<file path="src/rtl/mmcm_ps_arbiter.sv">
// mmcm_ps_arbiter
// Round-robin arbiter that shares one MMCM phase-shift sequencer between
// pREQ requesters. Each requester owns a coalescing target register and a
// pending bit. One operation is outstanding at a time, and a watchdog
// aborts an operation whose sequencer never reports completion.
module mmcm_ps_arbiter #(
    parameter int unsigned pREQ     = 2,
    parameter int unsigned pTIMEOUT = 1024
) (
    input  logic                 clk_usb,
    input  logic                 reset,
    input  logic [16*pREQ-1:0]   I_req_step,
    input  logic [pREQ-1:0]      I_req_load,
    output logic [pREQ-1:0]      O_req_busy,
    output logic [pREQ-1:0]      O_req_done,
    output logic [15:0]          O_step_index,
    output logic                 O_load,
    input  logic                 I_done,
    output logic [1:0]           O_active_id,
    output logic                 O_timeout,
    input  logic                 I_clear_timeout
);

    localparam int unsigned IDW      = (pREQ > 1) ? $clog2(pREQ) : 1;
    localparam bit          WD_EN    = (pTIMEOUT != 0);
    localparam logic [15:0] WD_LIMIT = 16'(pTIMEOUT - 1);

    typedef enum logic {
        ST_IDLE,
        ST_WAIT
    } state_t;

    state_t            state;
    state_t            state_nxt;
    logic [pREQ-1:0]   pending;
    logic [15:0]       target [pREQ];
    logic [IDW-1:0]    last_grant;
    logic [15:0]       wd;

    logic              grant_found;
    logic [IDW-1:0]    grant_sel;
    logic [IDW-1:0]    cand;
    logic [IDW-1:0]    act_sel;
    logic              grant_fire;
    logic              done_evt;
    logic              to_evt;
    logic              finish;
    logic [pREQ-1:0]   done_nxt;

    assign act_sel = O_active_id[IDW-1:0];

    // Per-requester target and pending registers; a new load beats a grant clear.
    for (genvar gi = 0; gi < pREQ; gi++) begin : g_req
        logic        pend_r;
        logic [15:0] tgt_r;

        // Capture the latest target and track whether it is still owed a grant.
        always_ff @(posedge clk_usb or posedge reset) begin
            if (reset) begin
                pend_r <= 1'b0;
                tgt_r  <= '0;
            end else begin
                if (I_req_load[gi]) begin
                    pend_r <= 1'b1;
                    tgt_r  <= I_req_step[16*gi +: 16];
                end else if (grant_fire && (grant_sel == IDW'(gi))) begin
                    pend_r <= 1'b0;
                end
            end
        end

        assign pending[gi] = pend_r;
        assign target[gi]  = tgt_r;
    end

    // Round-robin search: first pending index above last_grant, wrapping.
    always_comb begin
        grant_found = 1'b0;
        grant_sel   = '0;
        cand        = '0;
        for (int unsigned k = 1; k <= pREQ; k++) begin
            cand = IDW'((32'(last_grant) + k) % pREQ);
            if (!grant_found && pending[cand]) begin
                grant_found = 1'b1;
                grant_sel   = cand;
            end
        end
    end

    // State register.
    always_ff @(posedge clk_usb or posedge reset) begin
        if (reset) begin
            state <= ST_IDLE;
        end else begin
            state <= state_nxt;
        end
    end

    // Next-state logic: grant from IDLE, return on completion or abort.
    always_comb begin
        state_nxt = state;
        case (state)
            ST_IDLE: if (grant_found) state_nxt = ST_WAIT;
            ST_WAIT: if (finish)      state_nxt = ST_IDLE;
            default:                  state_nxt = ST_IDLE;
        endcase
    end

    // Output decode: grant/finish events, next done vector and busy flags.
    always_comb begin
        grant_fire = (state == ST_IDLE) && grant_found;
        done_evt   = (state == ST_WAIT) && I_done;
        to_evt     = WD_EN && (state == ST_WAIT) && !I_done && (wd == WD_LIMIT);
        finish     = done_evt || to_evt;
        done_nxt   = finish ? (pREQ'(1'b1) << act_sel) : '0;
        O_req_busy = pending | ((state == ST_WAIT) ? (pREQ'(1'b1) << act_sel) : '0);
    end

    // Registered sequencer interface, done pulses, watchdog and sticky timeout.
    always_ff @(posedge clk_usb or posedge reset) begin
        if (reset) begin
            O_load       <= 1'b0;
            O_step_index <= '0;
            O_req_done   <= '0;
            O_active_id  <= '0;
            O_timeout    <= 1'b0;
            last_grant   <= IDW'(pREQ - 1);
            wd           <= '0;
        end else begin
            O_load     <= grant_fire;
            O_req_done <= done_nxt;
            if (grant_fire) begin
                O_step_index <= target[grant_sel];
                O_active_id  <= 2'(grant_sel);
                last_grant   <= grant_sel;
                wd           <= '0;
            end else if ((state == ST_WAIT) && !finish) begin
                wd <= wd + 16'd1;
            end
            if (to_evt) begin
                O_timeout <= 1'b1;
            end else if (I_clear_timeout) begin
                O_timeout <= 1'b0;
            end
        end
    end

endmodule
</file>
<file path="config.mk">
export PLATFORM = sky130hd
export DESIGN_NAME = mmcm_ps_arbiter
export DESIGN_NICKNAME = d
export VERILOG_FILES = /design/src/rtl/mmcm_ps_arbiter.sv
export SDC_FILE = /design/constraint.sdc
export NUM_CORES = 1
export LEC_CHECK = 0
export CAP_MARGIN = 20
export CORE_UTILIZATION = 58
export DETAILED_ROUTE_END_ITERATION = 8
export DONT_BUFFER_PORTS = 1
export GPL_TIMING_DRIVEN = 0
export PLACE_DENSITY = 0.86
export SLEW_MARGIN = 20
export SYNTH_ARGS = -nofsm -noshare
export SYNTH_HDL_FRONTEND = slang
export SYNTH_SLANG_ARGS = --single-unit
</file>
<file path="constraint.sdc">
create_clock -name clk_usb -period 5.4 [get_ports clk_usb]
set_input_delay 1.62 -clock clk_usb [delete_from_list [all_inputs] [get_ports clk_usb]]
set_output_delay 1.62 -clock clk_usb [all_outputs]
set_load 0.03 [all_outputs]
</file>
=== After elaboration in Yosys (flattened, before gate mapping) ===
Index checks and enable logic that the tools add are counted.

* Register bits after elaboration: 73
* Input bits: 38
* Output and inout bits: 24
* Logic and storage cells: 64

* $add $sub $neg: 3
* Magnitude comparators: 3
* Equality and inequality tests: 1
* Shift-type cells: 1
* Multiplexer cells: 24
* Bitwise operators: 4
* Reductions and logical operators: 16

{| class="wikitable"
|+ Operators with widths
! cell !! number
|-
| 16-bit 2-to-1 mux || 5
|-
| 16-bit by 1-bit adder with 16-bit output (second input constant) || 1
|-
| 16-bit by 10-bit == test with 1-bit output (second input constant) || 1
|-
| 1-bit 2-to-1 mux || 16
|-
| 1-bit logical AND || 8
|-
| 2-bit nonzero test || 4
|-
| 1-bit by 2-bit less-than comparator with 1-bit output (second input constant) || 2
|-
| 2-bit 2-to-1 mux || 2
|-
| 1-bit logical NOT || 3
|-
| 1-bit adder (second input constant) || 2
|-
| 2-bit greater-or-equal comparator (second input constant) || 1
|-
| 1-bit NOT || 2
|-
| 1-bit NOT with 2-bit output || 1
|-
| 2-bit bitwise OR || 1
|-
| 1-bit case mux with 2 select lines || 1
|-
| 1-bit by 1-bit left shift with 2-bit output (first input constant) || 1
|-
| 1-bit logical OR || 1
|}

=== Logic depth before layout (Yosys ltp) ===
* Depth in word-level cells: 11
* Mapped depth: 7
* Mapped depth without buffers: 6

=== Worst setup path before layout ===
Ideal clock, no wire load.

* Kind: input port to flip-flop
* From: in I_req_load[1]
* To: reg g_req[1].tgt_r[0]
* Setup time: 0.125 ns
* Arrival time: 2.597 ns
* Setup slack: 2.678 ns
* Cell stages on the path: 3
* Buffers on the path: 2
* Cell sequence: clkbuf_1 buf_1 mux2_2

{| class="wikitable"
|+ RTL lines
! element !! RTL line !! source
|-
| start: declaration || 13 || <nowiki>input logic [pREQ-1:0] I_req_load,</nowiki>
|-
| end signal: assignment || 65 || <nowiki>tgt_r <= I_req_step[16*gi +: 16];</nowiki>
|-
| end: declaration || 55 || <nowiki>logic [15:0] tgt_r;</nowiki>
|}

No word-level cell between the ends.

=== Worst setup path in the final report ===
* From: reg state
* To: out O_req_busy[1]

* Longest elaborated chain between the ends: 2

{| class="wikitable"
|+ RTL lines
! element !! RTL line !! source
|-
| start: declaration || 33 || <nowiki>state_t state;</nowiki>
|-
| start signal: assignment || 95 || <nowiki>state <= state_nxt;</nowiki>
|-
| 2-bit 2-to-1 mux || 116 || <nowiki>O_req_busy = pending | ((state == ST_WAIT) ? (pREQ'(1'b1) << act_sel) : '0);</nowiki>
|-
| 2-bit bitwise OR || 116 ||
|-
| end: declaration || 14 || <nowiki>output logic [pREQ-1:0] O_req_busy,</nowiki>
|}

Every way passes these cells.

==> metrics.yaml <==
outcome: "complete, no violations"
cp.required_ns: 3.78
synth_area_um2: 3170
overflow: 0
synthArstFlopShare_pct: 100
die_area_um2: 5760
firstDrtPassIters: 6
clk_latency_ns: 0.34
io_pins: 62
synth_edf_count: 0
grt_first_pass_wirelength_um: 11100
setup_tns_ns: 0
worstPathMaxFanout: 9
routabilityCongestion: 0.861
crit_type: "reg -> out"
clock_skew_ns: 0.00972
postSynthNetCount: 295
max_slew_margin_pct: 39.3
n_antenna_cell: 0
cts-resized-gates: 0
postSynthAreaPerCell_um2: 12.4
placementRows: 26
area_growth_pct: 9.56
wirelength_um: 6790
cp-end-kind: "primary output"
cts_tree: "yes"
power.leakage_uw: 0.00152
highest_layer: "met4"
wl_met2_um: 3540
fin_crit_ns: 2.96
cts_buffers: 9
die_w_um: 75.9
design_area_um2: 3470
hp-class: "reg -> reg"
power_density_nw_per_um2: 492
routed-via-count: 2185
synth_cells: 256
drv_slew: 0
worst_pin_slew_ns: 0.909
die_height_um: 75.9
final_layout_size_suffix_gt1_share_pct: 22.7
whs_ns: 0.492
start_kind: "register"
wl_per_cell_um: 19.8
grt_max_degree: 62
cts_sinks: 73
first_iter_violations: 205
cp.arrival_ns: 1.34
cts_hold_buf: 0
drt-vias-per-instance: 6.37
ctsHtreeMaxLevel: 3
yosysWarnings: 0
io_buffer_count: 0
yosysSeqAreaShare_pct: 57.7
nets: 307
ir_drop_v: 0.000341
post-route-period-util_pct: 54.8
drc_errors: 0
synthFlopType: "dfrtp_1"
power_uw: 1710
post_cts_buffers: 0
cap_violations: 0
grt.total_usage_pct: 27.0
core-area_um2: 5170
clockBufferDepth: 2
ys_ff_latch: 73
clkSlewWorstSetupHoldPaths_ns: 0.08
grt_pass1_vias: 2229
postRouteAntennaNets: 0
antenna_found_initial: 0
fmax_ghz: 0.338
cts_root_buf: "clkbuf_8"
hold_viol_final: 0
drt-met1-wl_um: 2620
rsz0062_at_grt: "no"
synth_cell_types: 50
wl_met3_um: 502
start_util_pct: 61.2
setup_viol: 0
hpwl_um: 4580
postPlaceCellArea_um2: 3290
cells in the final DEF, fill, tap and decap left out, types with 3 or more instances in the layout:
master    netlist  routed
inv_1          22      21
nand2_1        12      12
a21o_1          4       4
nand2b_1        3       3
o31ai_1         5       5
or4_1           4       4
a222oi_1       16      16
o21ai_0         4       4
dfrtp_1        72      72
nand3_1         6       6
nor4_1          3       3
clkbuf_1       11      11
nor2_1          9       9
mux2_2         32      32
nand4_1         5       5
clkbuf_8        0      10
worst max-delay path, stage by stage (launching register included):
cell,delay [ns]
dfrtp_1,0.33
clkbuf_1,0.28
nand2_1,0.12
nand2_1,0.27
cell families after synthesis:
kind of cell	Yosys count	synth area share [%]
flops	73	57.7
simple gates	57	10.5
mux	35	12.7
other cells	1	0.118
compound gates	49	13.0
xor+xnor	2	0.553
fa+ha+maj	1	0.395
buf+inv	38	4.90
sequential cells by signal (all words and copies together), names as in the netlist:
signal / flops
O_active_id: 1
g_req.pend_r: 2
last_grant: 1
wd: 16
O_load: 1
O_timeout: 1
O_step_index: 16
O_req_done: 2
g_req.tgt_r: 32
state: 1
area by class of cell:
type | count | area, um^2
Clock inverter | 6 | 42.5
Timing Repair Buffer | 1 | 27.5
Buffer | 15 | 68.8
Sequential cell | 73 | 1830
Tap cell | 70 | 87.6
Multi-Input combinational cell | 145 | 1190
Fill cell | 372 | 1700
Inverter | 23 | 88.8
Clock buffer | 10 | 138
where the power goes:
part	switching, uW	leakage [uW]	internal [uW]	total [uW]
Combinational	265	0.000529	158	423
Sequential	230	0.000899	666	896
Clock	206	0.0000887	180	386
synthesized netlist by cell type, types with 3 or more instances:
library cell   n  area [um^2]
dfrtp_1       72         1800
mux2_2        32          360
inv_1         22         82.6
a222oi_1      16          160
nand2_1       12         45.0
clkbuf_1      11         41.3
nor2_1         9         33.8
nand3_1        6         30.0
nand4_1        5         31.3
o31ai_1        5         37.5
a21o_1         4         30.0
o21ai_0        4         20.0
or4_1          4         30.0
nand2b_1       3         18.8
nor4_1         3         18.8
per-stage QoR:
stage,std cells,utilization [%],setup slack [ns]
after floorplan,256,-,1.93
after global placement,326,62.9,1.26
after detailed placement,327,63.6,2.32
after CTS,343,67.1,2.42
after global routing,343,67.1,2.35
final,343,67.1,2.44
worst paths after layout:
path,startpoint,endpoint,slack (ns),depth (start not counted)
min in group asynchronous,reset,O_load$_DFF_PP0_,1.06,1
hold reg to reg,g_req[0].tgt_r[0]$_DFFE_PP0P_,O_step_index[0]$_DFFE_PP0P_,0.49,2
setup reg to reg,wd[0]$_DFFE_PP0P_,wd[0]$_DFFE_PP0P_,3.00,7
max in group asynchronous,reset,last_grant$_DFFE_PP1P_,3.76,2
setup / recovery,state$_DFF_PP0_,O_req_busy[1],2.44,3
hold / removal,g_req[0].tgt_r[0]$_DFFE_PP0P_,O_step_index[0]$_DFFE_PP0P_,0.49,2
routing by layer:
layer  track usage, %  vias to the layer above
li1                 -                      977
met3             8.60                       13
met4             10.9                        0
met2             44.5                       94
met1             33.2                     1101
met5                0                        -
Power figures use the tool's default switching activity.
